[config.mk]
export PLATFORM = sky130hd
export DESIGN_NAME = mem_port_arbiter
export DESIGN_NICKNAME = d
export VERILOG_FILES = /design/src/rtl/mem_port_arbiter_pkg.sv /design/src/rtl/rr_pick2.sv /design/src/rtl/mem_port_arbiter.sv
export SDC_FILE = /design/constraint.sdc
export NUM_CORES = 1
export LEC_CHECK = 0
export ABC_CLOCK_PERIOD_IN_PS = 1640
export BUFFER_PORTS_ARGS = -buffer_cell sky130_fd_sc_hd__buf_4
export CORE_MARGIN = 2
export CORE_UTILIZATION = 42
export CTS_CLUSTER_DIAMETER = 50
export DETAILED_ROUTE_END_ITERATION = 10
export GPL_TIMING_DRIVEN = 1
export MAX_ROUTING_LAYER = met4
export PLACE_DENSITY_LB_ADDON = 0.2
export SETUP_SLACK_MARGIN = 0.05
export SLEW_MARGIN = 20
export SYNTH_ARGS = -nofsm -noshare
export SYNTH_HDL_FRONTEND = slang
export SYNTH_HIERARCHICAL = 1
export SYNTH_SLANG_ARGS = --single-unit
[constraint.sdc]
create_clock -name clk -period 1.64 [get_ports clk]
set_clock_uncertainty 0.2 [all_clocks]
set_input_delay 0.082 -clock clk [delete_from_list [all_inputs] [get_ports clk]]
set_output_delay 0.082 -clock clk [all_outputs]
set_load 0.01 [all_outputs]
[src/rtl/mem_port_arbiter_pkg.sv]
// Shared region encodings, owner ids and the pending-response record for the port-A arbiter.
// No logic of its own; latency and backpressure belong to the modules that import it.
// The region of an address is always its two most significant bits.
package mem_port_arbiter_pkg;

  localparam logic [1:0] REGION_CODE   = 2'b00;
  localparam logic [1:0] REGION_RAM_LO = 2'b01;
  localparam logic [1:0] REGION_RAM_HI = 2'b10;
  localparam logic [1:0] REGION_IO     = 2'b11;

  typedef enum logic [1:0] {
    OWNER_0    = 2'd0,
    OWNER_1    = 2'd1,
    OWNER_NONE = 2'd2
  } owner_t;

  typedef struct packed {
    logic       vld;
    owner_t     owner;
    logic [1:0] region;
    logic       perr;
  } pend_t;

  // Callers zero-extend the address to 32 bits and pass its real width.
  function automatic logic [1:0] region_of(input logic [31:0] addr, input int unsigned addr_w);
    return addr[addr_w-1 -: 2];
  endfunction

endpackage

[src/rtl/rr_pick2.sv]
// Two-way winner select: a live lock holds the port, otherwise round-robin on ties.
// Purely combinational, zero latency.
// No backpressure; an unselected requester simply sees no grant this cycle.
module rr_pick2
  import mem_port_arbiter_pkg::*;
(
  input  logic       req0,
  input  logic       req1,
  input  logic       rr_last,
  input  logic [1:0] lock_owner,
  output logic [1:0] gnt
);

  always_comb begin
    gnt = {req1, req0};
    if (lock_owner == OWNER_0 && req0) begin
      gnt = 2'b01;
    end else if (lock_owner == OWNER_1 && req1) begin
      gnt = 2'b10;
    end else if (req0 && req1) begin
      // rr_last names the previous winner, so the other one goes now.
      gnt = rr_last ? 2'b01 : 2'b10;
    end
  end

endmodule

[src/rtl/mem_port_arbiter.sv]
// Port-A arbiter for CPU (0) and DMA/display (1): one access per cycle, code-region writes suppressed.
// Grant is combinational in T; rvalid/rdata/err return in T+1, fully pipelined.
// A requester holds its request until gnt; losers wait without any queueing.
module mem_port_arbiter
  import mem_port_arbiter_pkg::*;
#(
  parameter int DATA_SIZE    = 16,
  parameter int ADDRESS_SIZE = 12
) (
  input  logic                    clk,
  input  logic                    reset_n,
  input  logic                    req0,
  input  logic                    req1,
  input  logic                    we0,
  input  logic                    we1,
  input  logic [ADDRESS_SIZE-1:0] addr0,
  input  logic [ADDRESS_SIZE-1:0] addr1,
  input  logic [DATA_SIZE-1:0]    wdata0,
  input  logic [DATA_SIZE-1:0]    wdata1,
  input  logic                    lock0,
  input  logic                    lock1,
  output logic                    gnt0,
  output logic                    gnt1,
  output logic                    rvalid0,
  output logic                    rvalid1,
  output logic [DATA_SIZE-1:0]    rdata0,
  output logic [DATA_SIZE-1:0]    rdata1,
  output logic                    err0,
  output logic                    err1,
  output logic [ADDRESS_SIZE-1:0] mem_address,
  output logic                    mem_we,
  output logic [DATA_SIZE-1:0]    mem_writeData,
  input  logic [DATA_SIZE-1:0]    ram_out,
  input  logic [DATA_SIZE-1:0]    io_out
);

  logic                    rr_last;
  owner_t                  lock_owner;
  pend_t                   pend;
  logic [1:0]              pick;
  logic [1:0]              gnt;
  logic                    any_gnt;
  logic                    sel1;
  owner_t                  w_owner;
  logic                    w_we;
  logic                    w_lock;
  logic [ADDRESS_SIZE-1:0] w_addr;
  logic [DATA_SIZE-1:0]    w_wdata;
  logic [1:0]              w_region;
  logic [ADDRESS_SIZE-1:0] addr_hold;
  logic [DATA_SIZE-1:0]    wdata_hold;
  logic [DATA_SIZE-1:0]    rdata0_hold;
  logic [DATA_SIZE-1:0]    rdata1_hold;
  logic [DATA_SIZE-1:0]    rsp_dat;

  rr_pick2 u_pick (
    .req0       (req0),
    .req1       (req1),
    .rr_last    (rr_last),
    .lock_owner (lock_owner),
    .gnt        (pick)
  );

  always_comb begin
    gnt      = reset_n ? pick : 2'b00;
    any_gnt  = |gnt;
    sel1     = gnt[1];
    w_owner  = sel1 ? OWNER_1 : OWNER_0;
    w_we     = sel1 ? we1 : we0;
    w_lock   = sel1 ? lock1 : lock0;
    w_addr   = sel1 ? addr1 : addr0;
    w_wdata  = sel1 ? wdata1 : wdata0;
    w_region = region_of(32'(w_addr), ADDRESS_SIZE);
  end

  // Issue side: the bus parks on the last issued access when idle.
  always_comb begin
    gnt0          = gnt[0];
    gnt1          = gnt[1];
    mem_we        = any_gnt & w_we & (w_region != REGION_CODE);
    mem_address   = !reset_n ? '0 : (any_gnt ? w_addr : addr_hold);
    mem_writeData = !reset_n ? '0 : (any_gnt ? w_wdata : wdata_hold);
  end

  // Response side: a response still in flight when reset arrives is dropped.
  always_comb begin
    rsp_dat = (pend.region == REGION_IO) ? io_out : ram_out;
    rvalid0 = reset_n & pend.vld & (pend.owner == OWNER_0);
    rvalid1 = reset_n & pend.vld & (pend.owner == OWNER_1);
    err0    = rvalid0 & pend.perr;
    err1    = rvalid1 & pend.perr;
    rdata0  = rvalid0 ? rsp_dat : rdata0_hold;
    rdata1  = rvalid1 ? rsp_dat : rdata1_hold;
  end

  always_ff @(posedge clk) begin
    if (!reset_n) begin
      rr_last     <= 1'b1;
      lock_owner  <= OWNER_NONE;
      pend        <= '0;
      addr_hold   <= '0;
      wdata_hold  <= '0;
      rdata0_hold <= '0;
      rdata1_hold <= '0;
    end else begin
      pend.vld    <= any_gnt;
      pend.owner  <= w_owner;
      pend.region <= w_region;
      pend.perr   <= w_we & (w_region == REGION_CODE);
      lock_owner  <= (any_gnt && w_lock) ? w_owner : OWNER_NONE;
      if (any_gnt) begin
        rr_last    <= sel1;
        addr_hold  <= w_addr;
        wdata_hold <= w_wdata;
      end
      if (rvalid0) rdata0_hold <= rsp_dat;
      if (rvalid1) rdata1_hold <= rsp_dat;
    end
  end

endmodule

==> results of run 1 <==
## flip-flops by register name, summed over array words and instances (netlist names)
| signal | cells |
|---|---|
| addr_hold | 12 |
| lock_owner | 2 |
| pend | 5 |
| rdata0_hold | 16 |
| rdata1_hold | 16 |
| rr_last | 1 |
| wdata_hold | 16 |
## Yosys cell counts, types with 3 or more instances
library cell,number
nand2b_1,3
and2_1,31
o21ai_0,59
a21oi_2,14
nand2_1,31
mux2i_2,3
mux2i_1,34
clkbuf_1,8
mux2i_4,7
nor2_1,32
a21oi_1,51
inv_1,3
buf_6,4
buf_2,10
dfxtp_1,68
and3_1,3
buf_4,9
## worst max-delay path: cells and delay by family, from the launching register on
kind,cells,cell delay (ns)
AOI/OAI and AO/OA,2,0.50
buffers and inverters,2,0.31
DFF,1,0.35
and+or+nand+nor,3,0.50
## report_power, final
part | internal [W] | total, W | switching (W)
Sequential | 0.00176 | 0.00183 | 0.0000650
Combinational | 0.000946 | 0.00167 | 0.000726
Clock | 0.000568 | 0.00121 | 0.000646
Total | 0.00327 | 0.00471 | 0.00144
## path summary, 6_finish.rpt
path	startpoint	endpoint	slack, ns	cells after the start
max	lock_owner[1]	mem_address[6]	-0.64	7
min	ram_out[12]	rdata1_hold[12]	0.007	4
max reg2reg	lock_owner[0]	wdata_hold[10]	-0.20	6
min reg2reg	rr_last	rr_last	0.33	2
## final cells by class
class / count / area, sq um / share of cell area (%)
multi-input cells: 286 / 2310 / 33.6
inverters: 3 / 13.8 / 0.200
clock inverters: 3 / 15.0 / 0.218
well taps: 102 / 128 / 1.85
clock buffers: 11 / 141 / 2.05
flip-flops and latches: 68 / 1370 / 19.9
repair buffers: 311 / 2910 / 42.3
## kinds of logic after synthesis
kind of cell | Yosys count
compound gates | 132
simple gates | 108
buf+inv | 36
mux | 45
flops | 68
## routing by layer
| metal | wire length, microns | vias up | global-route usage, % |
|---|---|---|---|
| met5 | 0 | - | - |
| met4 | 648 | 0 | 11.5 |
| met3 | 877 | 60 | 4.01 |
| met2 | 8240 | 223 | 52.1 |
| met1 | 5710 | 2054 | 30.9 |
| li1 | - | 1925 | - |
## timing repair
item,in CTS,in global routing
setup buffers,19,14
hold buffers,89,0
resized for setup,69,46
endpoints found under the setup margin,100,100
cloned,6,5
pin swaps,13,7
hold endpoints to repair,58,0
## metrics by stage
step | hold slack (ns) | TNS (ns) | power [W]
after global routing | 0.0211 | -32.55 | 0.00487
final | 0.00685 | -28.00 | 0.00471
after global placement | 0.0907 | -6.65 | 0.00290
after detailed placement | 0.0889 | -7.65 | 0.00292
after floorplan | -0.0178 | -0.00118 | 0.00244
after CTS | 0.000932 | -22.94 | 0.00445
==> flow_summary.ini, run 1 <==
[run_status]
outcome = complete, but fails checks
violations = negative setup slack

[layout]
mostFrequentLayoutCell = buf_4
drive_above_1_share_pct = 53.4
antenna-diode-count = 0
final_cells = 784
fill_cells = 334
final_cell_mix = 192 x buf_4, 89 x dlygate4sd3_1, 63 x dfxtp_1, 33 x a21oi_2, 32 x a21oi_1
area_growth_pct = 103
fin_nets = 775
finalCoreUtilization_pct = 88.7
stdcell_area_sq_mm = 0.00689

[setup_path]
critPathRequiredTime_ns = 1.36
end_kind = output pin
cp_slowest_stage_delay_ns = 0.40
path_max_fanout = 13
critPathArrivalTime_ns = 2.00
worst-setup-path-type = reg -> out
cp_slowest_cell = o31a_4
path_cells = and2b_2, o31a_4, buf_12, nand2_1, o21ai_1, and2_4, buf_4
cp-start-kind = register

[job]
drv_cap = 0

[sta]
fin_crit_sh_pct = 139
slew_violations = 0
fin_crit_ns = 2.28
finalSetupViolCount = 100
worstMarginPinSlew_ns = 0.358
hold_violations = 0
rsz0062_at_grt = yes
slew_headroom_pct = 75.9
finalWorstSetupSlack_ns = -0.643
timing.fmax_ghz = 0.438

[place]
placedInstanceArea_sq_mm = 0.00486
dp_cells = 637
dpl_worst_slack_ns = -0.214
place_hpwl_microns = 6630
io_buffers = 162
gp_congestion = 0.831

[synth]
yosys.area_share.simple_pct = 15.5
synth_compound_area_share_pct = 21.5
synth.mux.area_fraction_pct = 16.2
synth_top_area_share_pct = 40.1
avgSynthCellArea_sq_um = 8.74
postSynthCellCount = 389
ys.flop_type = dfxtp_1
synth-xor-area-share_pct = 0
syn_nets = 485
synth.distinct_cells = 32
synth_area_leaders = dfxtp_1 40%, mux2i_1 10%, o21ai_0 8.7%
synth_top_family_by_area = compound AO/OA/AOI/OAI gates
ys_seq_area_share_pct = 40.1
synth_top_area_cell = dfxtp_1
syn_area_sq_mm = 0.00340
ys_async_sr_fraction_pct = 0
yosysWarnings = 6
synth_seq_cells = 68
synth-edff-count = 0
synthAdderAreaFrac_pct = 0

[clock_tree]
root_buffer = clkbuf_8
h-tree-depth = 3
clock-sinks = 68
clk_path_buf_depth = 2
cts_tree = done
cts_buffers = 9
path_clk_slew_ns = 0.07
clkLatencyLatePin_ns = 0.34

[route]
vias_per_cell = 5.44
drt_iter0_drc = 254
drc = 0
postRouteAntennaNets = 0
num_vias = 4262
dr.pass1.iters = 4
wl_per_cell_microns = 19.7
drt-total-wl_microns = 15500

[die]
ios = 163
coreArea_sq_mm = 0.00777
dieArea_sq_mm = 0.00883
initial_utilization_pct = 43.7
die_width_microns = 94.0
die_h_microns = 94.0
core.rowCount = 32

[min_path]
min-delay-path-class = in -> reg

[power]
p_per_area_mw_per_mm2 = 684
p_leak_nw = 3.07
max-vdd-ir-drop_mv = 0.412

[grt]
grt_pass1_wl_microns = 19200
grt_use_total_pct = 28.5
gr-total-overflow = 0
antenna_found_initial = 0
grt_max_degree = 34
grt_pass1_vias = 4090
(Power assumes the default switching activity.)
==> inputs of run 2 (changes only) <==
--- a/config.mk
+++ b/config.mk
@@ -14,6 +14,7 @@
 export GPL_TIMING_DRIVEN = 1
 export MAX_ROUTING_LAYER = met4
 export PLACE_DENSITY_LB_ADDON = 0.2
+export RECOVER_POWER = 100
 export SETUP_SLACK_MARGIN = 0.05
 export SLEW_MARGIN = 20
 export SYNTH_ARGS = -nofsm -noshare
==> flow_summary.ini, run 2 (synthesized netlist as in run 1, its figures left out) <==
[layout]
drive_above_1_share_pct = 52.6
antenna-diode-count = 0
final_cell_mix = 192 x buf_4, 89 x dlygate4sd3_1, 63 x dfxtp_1, 33 x a21oi_2, 32 x a21oi_1
area_growth_pct = 99.7
reg.largest.list = rdata0_hold x16, rdata1_hold x16, wdata_hold x16
finalCoreUtilization_pct = 87.4
mostFrequentLayoutCell = buf_4
final_cells = 784
fin_nets = 775

[die]
die_h_microns = 94.0
ios = 163
coreArea_sq_mm = 0.00777
dieArea_sq_mm = 0.00883
die_width_microns = 94.0
core.rowCount = 32
initial_utilization_pct = 43.7

[min_path]
min-delay-path-class = in -> reg

[place]
dp_cells = 637
place_hpwl_microns = 6630
io_buffers = 162
gp_congestion = 0.831
dpl_worst_slack_ns = -0.214

[power]
max-vdd-ir-drop_mv = 0.412
p_leak_nw = 3.06
finalPower_w = 0.00468
p_per_area_mw_per_mm2 = 690

[route]
drt-total-wl_microns = 15400
drt_iter0_drc = 226
num_vias = 4275
postRouteAntennaNets = 0
wl_per_cell_microns = 19.7
drt-met1-wl_microns = 5650
dr.pass1.iters = 5
wl_met2_microns = 8270
vias_per_cell = 5.45
dr_wl_met3_microns = 895
drc = 0
routed.top_layer = met4

[setup_path]
path_cells = and2b_2, o31a_4, buf_12, nand2_1, o21ai_1, and2_4, buf_4
worst-setup-path-type = reg -> out
worst-path-buf-inv = 2
path_max_fanout = 13
critPathRequiredTime_ns = 1.36
cp-start-kind = register
cp_slowest_cell = o31a_4
critPathArrivalTime_ns = 2.00
critical-path-top-delay-family = simple AND/OR/NAND/NOR gates
end_kind = output pin
cp_slowest_stage_delay_ns = 0.40

[grt]
grt_max_degree = 34
grt_use_total_pct = 28.5
grt_pass1_wl_microns = 19200
grt_pass1_vias = 4090
gr-total-overflow = 0
antenna_found_initial = 0

[sta]
finalWorstSetupSlack_ns = -0.643
timing.fmax_ghz = 0.438
fin_hold_ws_ns = 0.00698
fin_crit_ns = 2.28
finalSetupViolCount = 107
slew_violations = 0
slew_headroom_pct = 62.9
hold_violations = 0
worstMarginPinSlew_ns = 0.541
fin_crit_sh_pct = 139
rsz0062_at_grt = yes

[clock_tree]
h-tree-depth = 3
clock-sinks = 68
cts_tree = done
path_clk_slew_ns = 0.07
cts_buffers = 9
clkLatencyLatePin_ns = 0.34
root_buffer = clkbuf_8
clk_path_buf_depth = 2

[job]
drv_cap = 0

[run_status]
outcome = complete, but fails checks
violations = negative setup slack
## run 2: changes by cell type in the layout (fill, tap and decap cells not counted), sizes merged
cell	change
buf	-2
clkbuf	+2
## run 2: timing repair
action	4_1_cts	5_1_grt
endpoints found under the hold margin	58	0
setup buffers	19	14
hold buffers	89	0
cloned	6	5
gates resized for setup	69	46
endpoints found under the setup margin	100	100
pin swaps	13	7
## run 2: layer usage
metal	global-route usage (%)	up-vias
li1	-	1932
met1	30.9	2061
met2	52.1	226
met3	4.01	56
met4	11.5	0
met5	-	-
## run 2: worst min-delay path: stages
cell and delay [ns]:
buf_4 0.09, mux2i_4 0.07, buf_4 0.14, a21oi_1 0.11
## run 2: power breakdown
part,switching [W],total [W],leakage (nW),internal [W]
combinational,0.000716,0.00164,2.42,0.000926
sequential,0.0000641,0.00182,0.558,0.00176
clock,0.000649,0.00122,0.0848,0.000568
total,0.00143,0.00468,3.06,0.00325
## run 2: per-stage QoR
step,area [sq um],TNS (ns)
after floorplan,3540,-0.00118
after global placement,4860,-6.65
after detailed placement,4860,-7.65
after CTS,6490,-22.94
after global routing,6790,-36.04
final,6790,-30.28
## run 2: area by class of cell
class                      count  area [sq um]
fill                         348           981
timing repair buffer         311          2860
multi-input combinational    286          2260
clock inverter                 3          15.0
tap                          102           128
inverter                       3          13.8
sequential                    68          1370
clock buffer                  11           141
## run 2: path summary, 6_finish.rpt
path,from,endpoint,slack (ns),cells after the start
worst max-delay path,lock_owner[1],mem_address[6],-0.64,7
worst min-delay path,ram_out[12],rdata1_hold[12],0.007,4
worst max register to register,lock_owner[0],wdata_hold[10],-0.19,6
worst min register to register,rr_last,rr_last,0.33,2
==> inputs of run 3 (changes only) <==
--- a/config.mk
+++ b/config.mk
@@ -6,7 +6,7 @@
 export NUM_CORES = 1
 export LEC_CHECK = 0
 export ABC_CLOCK_PERIOD_IN_PS = 1640
-export BUFFER_PORTS_ARGS = -buffer_cell sky130_fd_sc_hd__buf_4
+export BUFFER_PORTS_ARGS = -buffer_cell sky130_fd_sc_hd__buf_2
 export CORE_MARGIN = 2
 export CORE_UTILIZATION = 42
 export CTS_CLUSTER_DIAMETER = 50
==> flow_summary.ini, run 3 (synthesized netlist as in run 1, its figures left out) <==
[run_status]
outcome = complete, but fails checks
violations = negative setup slack

[grt]
antenna_found_initial = 0
gr-total-overflow = 0
grt_pass1_vias = 4213
grt_use_total_pct = 28.8
grt_max_degree = 33
grt_pass1_wl_microns = 19400

[clock_tree]
clk_path_buf_depth = 2
cts_buffers = 9
path_clk_slew_ns = 0.07
clock-sinks = 68
cts_tree = done
clkLatencyLatePin_ns = 0.34
h-tree-depth = 3
root_buffer = clkbuf_8

[route]
dr.pass1.iters = 5
postRouteAntennaNets = 0
vias_per_cell = 5.55
drc = 0
wl_per_cell_microns = 20.3
num_vias = 4477
drt-total-wl_microns = 16300
drt_iter0_drc = 302

[die]
ios = 163
core.rowCount = 32
initial_utilization_pct = 43.7
coreArea_sq_mm = 0.00777
dieArea_sq_mm = 0.00883
die_h_microns = 94.0
die_width_microns = 94.0

[sta]
worstMarginPinSlew_ns = 0.419
finalSetupViolCount = 127
slew_headroom_pct = 72.1
finalWorstSetupSlack_ns = -0.767
fin_crit_sh_pct = 147
slew_violations = 0
hold_violations = 0
timing.fmax_ghz = 0.415
rsz0062_at_grt = yes
fin_crit_ns = 2.41

[setup_path]
critPathArrivalTime_ns = 2.13
critPathRequiredTime_ns = 1.36
cp-start-kind = register
path_max_fanout = 16
end_kind = output pin
worst-setup-path-type = reg -> out

[power]
finalPower_w = 0.00475
p_per_area_mw_per_mm2 = 688
p_leak_nw = 3.13
p_int_w = 0.00325
max-vdd-ir-drop_mv = 0.713
comb_power_share_pct = 34.9
switching_share_pct = 31.5
p_seq_share_pct = 38.4
switching_power_w = 0.00150
p_clk_share_pct = 26.6

[layout]
finalCoreUtilization_pct = 88.8
final_cell_mix = 136 x buf_2, 81 x dlygate4sd3_1, 61 x dfxtp_1, 52 x buf_6, 41 x a21oi_2
area_growth_pct = 103
drive_above_1_share_pct = 56.8
fin_nets = 794
stdcell_area_sq_mm = 0.00690
reg.largest.list = rdata0_hold x16, rdata1_hold x16, wdata_hold x16
mostFrequentLayoutCell = buf_2

[min_path]
min-delay-path-class = in -> reg

[place]
place_hpwl_microns = 6480
placedInstanceArea_sq_mm = 0.00445
io_buffers = 162
gp_congestion = 0.801

[job]
drv_cap = 0
-- run 3: changes by cell type in the layout (fill, tap and decap cells not counted), sizes merged --
cell	change
clkinv	+1
clkinvlp	+1
dlygate4sd3	-8
buf	+27
diode	+1
-- run 3: final cells by class --
class                      count  area (sq um)
antenna                        1          2.50
clock buffer                  11           141
timing repair buffer         330          2930
clock inverter                 5          27.5
fill                         347           867
inverter                       3          13.8
sequential                    68          1370
tap                          102           128
multi-input combinational    286          2290
-- run 3: through the flow --
| stage | TNS, ns | setup slack, ns | hold WS (ns) | cells |
|---|---|---|---|---|
| global placement | -5.82 | -0.159 | 0.0929 | 637 |
| floorplan | -0.00118 | -0.00118 | -0.0178 | 389 |
| finish | -35.13 | -0.767 | 0.0197 | 806 |
| global route | -42.33 | -0.799 | 0.0325 | 805 |
| CTS | -23.66 | -0.563 | 0.0000497 | 768 |
| detailed placement | -7.36 | -0.209 | 0.0858 | 637 |
-- run 3: path summary, 6_finish.rpt --
check,end,depth (start not counted),start,slack (ns)
setup / recovery,mem_writeData[6],6,lock_owner[1],-0.77
hold / removal,wdata_hold[10],4,wdata0[10],0.02
setup reg to reg,pend[0],6,rr_last,-0.36
hold reg to reg,rdata0_hold[11],2,rdata0_hold[11],0.32
-- run 3: power groups by stage --
| stage | Clock (W) | Sequential (W) | Combinational, W |
|---|---|---|---|
| 5_1_grt | 0.00134 | 0.00183 | 0.00174 |
| 6_report | 0.00126 | 0.00182 | 0.00166 |
| 4_1_cts | 0.00123 | 0.00180 | 0.00133 |
| 2_1_floorplan | 0 | 0.00182 | 0.000620 |
| 3_3_place_gp | 0 | 0.00183 | 0.000929 |
| 3_5_place_dp | 0 | 0.00183 | 0.000952 |
-- run 3: per-layer routing --
layer	vias to the layer above	track usage (%)	share of wire, %	routed length, microns
met3	87	4.57	6.6	1080
li1	1972	-	-	-
met2	267	52.6	53	8600
met1	2151	31.2	36	5810
met4	0	11.0	5.2	854
met5	-	-	0	0
-- run 3: worst max-delay path: stages (launching register included) --
cell and delay (ns):
dfxtp_2 0.35, and2b_1 0.22, o31a_4 0.42, buf_12 0.18, o21ai_1 0.27, and2_4 0.22
buf_2 0.13
-- run 3: timing repair --
action                                  in CTS  in global routing
buffers inserted                            25                 33
gates cloned                                 9                  7
hold endpoints to repair                    53                  0
gates resized for setup                     69                112
endpoints found under the setup margin      99                119
pin swaps                                   11                 11
hold buffers                                81                  0
